[src/rtl/counter_unit_pkg.sv]
// Shared definitions for the counter_unit block: width, state encoding,
// direction/mode encodings and the wrap-detect helper.
package counter_unit_pkg;

  // The downstream mux consumes exactly 8 bits; no other width is supported.
  localparam int CNT_WIDTH = 8;

  typedef logic [CNT_WIDTH-1:0] cnt_value_t;

  typedef enum logic {
    CNT_STATE_COUNT = 1'b0,
    CNT_STATE_HALT  = 1'b1
  } cnt_state_e;

  localparam logic CNT_DIR_UP       = 1'b1;
  localparam logic CNT_DIR_DOWN     = 1'b0;
  localparam logic CNT_MODE_WRAP    = 1'b0;
  localparam logic CNT_MODE_ONESHOT = 1'b1;

  localparam cnt_value_t CNT_MAX = '1;
  localparam cnt_value_t CNT_MIN = '0;

  // A step wraps when leaving the top value upwards or the bottom value downwards.
  function automatic logic cnt_is_wrap(input cnt_value_t value, input logic up_down);
    return (up_down == CNT_DIR_UP) ? (value == CNT_MAX) : (value == CNT_MIN);
  endfunction

endpackage

[src/rtl/counter_unit_if.sv]
// Control/status bundle between the counter's controller (master) and the
// counter itself (slave). Clock and reset are carried as plain ports.
interface counter_unit_if;
  import counter_unit_pkg::*;

  logic       load;
  cnt_value_t load_value;
  logic       enable;
  logic       up_down;
  logic       mode;
  logic       clear_carry;
  cnt_value_t counter_value;
  logic       counter_carry;
  logic       tc_pulse;
  logic       running;

  modport master (
    output load, load_value, enable, up_down, mode, clear_carry,
    input  counter_value, counter_carry, tc_pulse, running
  );

  modport slave (
    input  load, load_value, enable, up_down, mode, clear_carry,
    output counter_value, counter_carry, tc_pulse, running
  );

endinterface

[src/rtl/counter_unit.sv]
// Loadable 8-bit up/down counter feeding the output mux value and carry
// inputs. Free-running wrap or one-shot halt at the terminal count, with a
// sticky carry flag and a one-cycle terminal-count strobe.
module counter_unit
  import counter_unit_pkg::*;
(
  input  logic           clk,
  input  logic           reset,
  counter_unit_if.slave  bus
);

  cnt_state_e state_q, state_d;
  cnt_value_t value_q, value_d;
  logic       carry_q, carry_d;
  logic       tc_pulse_q, tc_pulse_d;

  logic step;
  logic wrap;

  // Next-state, next-value and wrap detection; load outranks a count step.
  always_comb begin
    // NOTE: every signal written here gets a default first so no path leaves it unassigned and infers a latch.
    state_d    = state_q;
    value_d    = value_q;
    carry_d    = carry_q;
    tc_pulse_d = 1'b0;

    step = (state_q == CNT_STATE_COUNT) && bus.enable && !bus.load;
    wrap = step && cnt_is_wrap(value_q, bus.up_down);

    // Clear is applied first so a same-cycle wrap below overrides it.
    if (bus.clear_carry) begin
      carry_d = 1'b0;
    end

    if (bus.load) begin
      value_d = bus.load_value;
      carry_d = 1'b0;
      state_d = CNT_STATE_COUNT;
    end else if (step) begin
      if (wrap) begin
        carry_d    = 1'b1;
        tc_pulse_d = 1'b1;
      end
      if (wrap && (bus.mode == CNT_MODE_ONESHOT)) begin
        // Hold at the terminal value; only load or reset leaves HALT.
        state_d = CNT_STATE_HALT;
      end else if (bus.up_down == CNT_DIR_UP) begin
        value_d = value_q + 1'b1;
      end else begin
        value_d = value_q - 1'b1;
      end
    end
  end

  // State, value, carry and strobe registers with synchronous reset.
  always_ff @(posedge clk) begin
    // NOTE: sequential state uses non-blocking assignments so all flops sample pre-edge values.
    if (reset) begin
      state_q    <= CNT_STATE_COUNT;
      value_q    <= '0;
      carry_q    <= 1'b0;
      tc_pulse_q <= 1'b0;
    end else begin
      state_q    <= state_d;
      value_q    <= value_d;
      carry_q    <= carry_d;
      tc_pulse_q <= tc_pulse_d;
    end
  end

  assign bus.counter_value = value_q;
  assign bus.counter_carry = carry_q;
  assign bus.tc_pulse      = tc_pulse_q;
  assign bus.running       = (state_q == CNT_STATE_COUNT);

endmodule

[src/flat_wrapper.sv]
// flat-port wrapper written by rule: the top's interface ports become plain ports
module counter_unit_flat import counter_unit_pkg::*;
  (clk, reset, bus_load, bus_load_value, bus_enable, bus_up_down, bus_mode, bus_clear_carry, bus_counter_value, bus_counter_carry, bus_tc_pulse, bus_running);
  counter_unit_if bus_i ();
  input  logic clk;
  input  logic reset;
  input wire logic [$bits(bus_i.load)-1:0] bus_load;
  input wire logic [$bits(bus_i.load_value)-1:0] bus_load_value;
  input wire logic [$bits(bus_i.enable)-1:0] bus_enable;
  input wire logic [$bits(bus_i.up_down)-1:0] bus_up_down;
  input wire logic [$bits(bus_i.mode)-1:0] bus_mode;
  input wire logic [$bits(bus_i.clear_carry)-1:0] bus_clear_carry;
  output wire logic [$bits(bus_i.counter_value)-1:0] bus_counter_value;
  output wire logic [$bits(bus_i.counter_carry)-1:0] bus_counter_carry;
  output wire logic [$bits(bus_i.tc_pulse)-1:0] bus_tc_pulse;
  output wire logic [$bits(bus_i.running)-1:0] bus_running;
  assign bus_i.load = bus_load;
  assign bus_i.load_value = bus_load_value;
  assign bus_i.enable = bus_enable;
  assign bus_i.up_down = bus_up_down;
  assign bus_i.mode = bus_mode;
  assign bus_i.clear_carry = bus_clear_carry;
  assign bus_counter_value = bus_i.counter_value;
  assign bus_counter_carry = bus_i.counter_carry;
  assign bus_tc_pulse = bus_i.tc_pulse;
  assign bus_running = bus_i.running;
  counter_unit u_core (.clk(clk), .reset(reset), .bus(bus_i));
endmodule
[config.mk]
export PLATFORM = sky130hd
export DESIGN_NAME = counter_unit_flat
export DESIGN_NICKNAME = d
export VERILOG_FILES = /design/src/rtl/counter_unit_pkg.sv /design/src/rtl/counter_unit_if.sv /design/src/rtl/counter_unit.sv /design/src/flat_wrapper.sv
export SDC_FILE = /design/constraint.sdc
export NUM_CORES = 1
export LEC_CHECK = 0
export BUFFER_PORTS_ARGS = -buffer_cell sky130_fd_sc_hd__buf_2
export CORE_MARGIN = 5
export CORE_UTILIZATION = 54
export DETAILED_ROUTE_END_ITERATION = 8
export PLACE_DENSITY = 0.83
export SYNTH_ARGS = -nofsm -noshare
export SYNTH_HDL_FRONTEND = slang
export SYNTH_SLANG_ARGS = --single-unit
export TNS_END_PERCENT = 100
[constraint.sdc]
create_clock -name clk -period 4.1 [get_ports clk]
set_input_delay 0.205 -clock clk [delete_from_list [all_inputs] [get_ports clk]]
set_output_delay 0.205 -clock clk [all_outputs]
set_load 0.05 [all_outputs]
# Word level (Yosys, flattened, before mapping)
# Cells that the tools add are included.
# W data, S select, Z words.
dict set report word_totals {
  output_inout_bits 11
  reg_bits 11
  word_cells 30
}
dict set report op_classes {
  eq_ne 2
  bitwise_logic 2
  add_sub_neg 2
  n_mux 9
  reduce_logical 11
}
# op n
set ops {}
lappend ops {{$mux W8} 4}
lappend ops {{$add A8 B1 Y8 const B} 1}
lappend ops {{$eq A8 B8 Y1 const B} 1}
lappend ops {{$logic_not A8 Y1} 1}
lappend ops {{$sub A8 B1 Y8 const B} 1}
lappend ops {{$mux W1} 5}
lappend ops {{$logic_and A1 B1 Y1} 4}
lappend ops {{$reduce_and A2 Y1} 2}
lappend ops {{$reduce_or A3 Y1} 1}
lappend ops {{$ne A2 B2 Y1 const B} 1}
lappend ops {{$not A1 Y1} 2}
lappend ops {{$reduce_bool A2 Y1} 1}
lappend ops {{$reduce_or A2 Y1} 1}
lappend ops {{$logic_not A1 Y1} 1}

# Depth between registers and ports, before layout
dict set report logic_depth {
  depth_word 8
  ltp_mapped 7
  mapped_depth_nobuf 7
}

# Worst setup path after synthesis
# No wires, ideal clock.
dict set report synth_path {
  kind {flip-flop to flip-flop}
  from {register u_core.value_q[1], in the netlist u_core.bus.counter_value[1]}
  to {register u_core.value_q[7], in the netlist u_core.bus.counter_value[7]}
  path_slack_ps 2078
  period_less_slack_ps 2022
  path_buffers 0
  stages_incl_launch_ff 7
  setup_ps 126
  arrival_time_ps 1896
  cell_sequence {dfxtp_1 ha_1 a21oi_1 o2111ai_1 and3_1 nor4_1 nand3_1}
}
dict set report synth_via {
  elab_chain_len 6
  word_cells_on_any_way 13
  cone_classes {add/sub (2); eq/ne (2); mux (5); reduce/logical (4)}
}
# item line_no
set synth_rtl {}
lappend synth_rtl {{start, declared} counter_unit.sv:13} ;# cnt_value_t value_q, value_d;
lappend synth_rtl {{start signal, assigned} counter_unit.sv:66} ;# value_q <= value_d;
lappend synth_rtl {{branches (longest 6 deep; another with $sub A8 B1 Y8)} -}
# Parallel ways; which one is timed is not known. The select of a mux whose other input is x is not followed.
# A chain may end at the register's enable or synchronous reset.

# Final worst setup path
dict set report layout_path {
  from {register u_core.value_q[0], in the netlist u_core.bus.counter_value[0]}
  to {register u_core.value_q[6], in the netlist u_core.bus.counter_value[6]}
}
# Same word-level chain as after synthesis.

==> results_dict.tcl <==
set metrics [dict create \
    arrival_ns 2.06 \
    r2r_setup_slack_ns 2.21 \
    tns_ns 0 \
    synth_warnings 0 \
    synth_top_area_frac 0.250 \
    power_leakage_nw 0.495 \
    grt_usage 0.178 \
    rsz0062_at_grt "no" \
    h-tree-depth 1 \
    pin_count 26 \
    post-route-cell-area_um2 1030 \
    die_h_um 50.4 \
    vias 888 \
    power_mw 0.345 \
    drive_above_1_share 0.224 \
    yosysTopAreaCell "dfxtp_1" \
    drv_slew 0 \
    multi_input_area_um2 607 \
    postCtsHoldBufs 0 \
    cts_num_sinks 11 \
    synth-seq-cells 11 \
    irDropWorstVdd_mv 0.210 \
    viasPerCell 5.92 \
    synth-edff-count 0 \
    worstSetupPathType "reg2reg" \
    cts_buffers 3 \
    drtPass1Iterations 4 \
    place_hpwl_um 1660 \
    ys_types 38 \
    rows 14 \
    min_period_over_period 0.462 \
    clockRootBuffer "clkbuf_4" \
    grt_max_degree 13 \
    setup_violations 0 \
    core_area_um2 1520 \
    yosysSeqAreaShare 0.250 \
    postSynth.asyncResetShare 0 \
    post_cts_buffers 0 \
    fmax_mhz 528 \
    tightest_slew_ns 0.517 \
    fin_crit_ns 1.89 \
    report.final.hold_viol_count 0 \
    nets 157 \
    status "finished clean" \
    initial_core_util 0.577 \
    post_cts_resized 0 \
    grt_pass1_vias 826 \
    crit_fanout 6 \
    drtAntennaViolNets 0 \
    regArea_um2 220 \
    synthTopCellsByArea "dfxtp_1, ha_1, nor2_1, mux2i_1, a211oi_1" \
    synthTopCellsByCount "nor2_1, dfxtp_1, inv_1, nand2_1" \
    post-route-drc-count 0 \
    avgSynthCellArea_um2 8.14 \
    powerDensity_nw_per_um2 334 \
    yosysMostFrequentCell "nor2_1" \
    wire_per_inst_um 14.1 \
    area_growth_pct 17.4 \
    drt_iter0_drc 22 \
    cp-end-kind "flip-flop" \
    clk_pin_slew_ns 0.08 \
    grt_overflow 0 \
    fp.dieW_um 50.4 \
    globalplace.congestion 0.862 \
    die_area_um2 2540 \
    critPathLaunchType "flip-flop" \
    slew-limit-headroom 0.655 \
    final.setup_skew_ns 0.00662 \
    post_dp_cell_area_um2 1010 \
    hp-class "in2reg" \
    n_antenna_cell 0 \
    syn_area_um2 880 \
    clock_latency_ns 0.28 \
    max-cap-violations 0 \
    syn-num-nets 130 \
    required_ns 4.27 \
    cts_tree "yes" \
    finalWirelength_um 2110 \
    ys_dominant_reg_cell "dfxtp_1" \
    io_buffers 25 \
    n_fill_cell 138 \
    syn_inst 108 \
    cts_buffer_depth 2 \
    antenna_found_initial 0 \
    grt_pass1_wl_um 3590 \
]
## per-stage QoR
| step | hold WS [ns] | utilization | cells | setup WS, ns |
|---|---|---|---|---|
| after floorplan | 0.309 | - | 108 | 2.08 |
| after global placement | 0.435 | 0.660 | 146 | 2.16 |
| after detailed placement | 0.434 | 0.660 | 146 | 2.07 |
| after CTS | 0.142 | 0.677 | 150 | 2.20 |
| after global routing | 0.144 | 0.677 | 150 | 2.02 |
| final | 0.154 | 0.677 | 150 | 2.21 |
## placed cells by master, fill, tap and decap left out, types with 2 or more instances in the layout
cell type  instances
nand3_1            6
nand3b_1           2
buf_2             25
nand4_1            3
and3_1             2
xor2_1             3
ha_1               6
nor4_1             2
clkbuf_4           3
o2111ai_1          2
xnor2_1            2
mux2i_1            5
a21oi_1            3
nor2_1            14
dfxtp_1           11
a211oi_1           5
inv_1              9
o21bai_1           2
nand2_1            8
and4_1             2
## worst max-delay path: stages, from the launching register on
cell	delay, ns
dfxtp_1	0.40
fa_1	0.48
a21o_1	0.17
a21oi_1	0.26
nor2_1	0.07
a311oi_1	0.30
o21ai_1	0.11
## registers in the layout (all words and copies together), names as in the netlist
register                  count
u_core.state_q                1
u_core.bus.tc_pulse           1
u_core.bus.counter_carry      1
u_core.bus.counter_value      8
## where the power goes
group | total, mW | switching, mW | internal, mW
logic | 0.137 | 0.0861 | 0.0513
clock network | 0.0781 | 0.0403 | 0.0378
registers | 0.130 | 0.0144 | 0.115
## metal layers
| metal | part of all wire | track usage | vias to the layer above |
|---|---|---|---|
| met1 | 0.45 | 0.209 | 406 |
| li1 | - | - | 450 |
| met3 | 0.073 | 0.0503 | 6 |
| met5 | 0 | 0 | - |
| met4 | 0.023 | 0.0894 | 0 |
| met2 | 0.46 | 0.293 | 26 |
## final cells by class
class / count / share of cell area
clock buffer: 4 / 0.0255
inverter: 9 / 0.0327
multi-input combinational: 85 / 0.588
sequential: 11 / 0.213
tap: 16 / 0.0194
timing repair buffer: 25 / 0.121
## worst paths after layout
check                                                 start                           to  cells after the start
worst max-delay path            u_core.bus.counter_value[0]  u_core.bus.counter_value[6]                      6
worst min-delay path                      bus_load_value[2]  u_core.bus.counter_value[2]                      3
worst max register to register  u_core.bus.counter_value[0]  u_core.bus.counter_value[6]                      6
worst min register to register     u_core.bus.counter_carry     u_core.bus.counter_carry                      2
## cells by family (layout without fill, tap and decap cells)
| family | Yosys count | after routing | share of synthesized area |
|---|---|---|---|
| buffers and inverters | 12 | 38 | 0.0597 |
| multiplexers | 5 | 5 | 0.0569 |
| AND/OR/NAND/NOR | 45 | 45 | 0.279 |
| adder cells (fa/ha/maj) | 7 | 7 | 0.108 |
| AO/OA/AOI/OAI | 23 | 23 | 0.196 |
| flip-flops | 11 | 11 | 0.250 |
| XOR/XNOR | 5 | 5 | 0.0498 |
No activity file was read; power rests on OpenSTA's default activity.
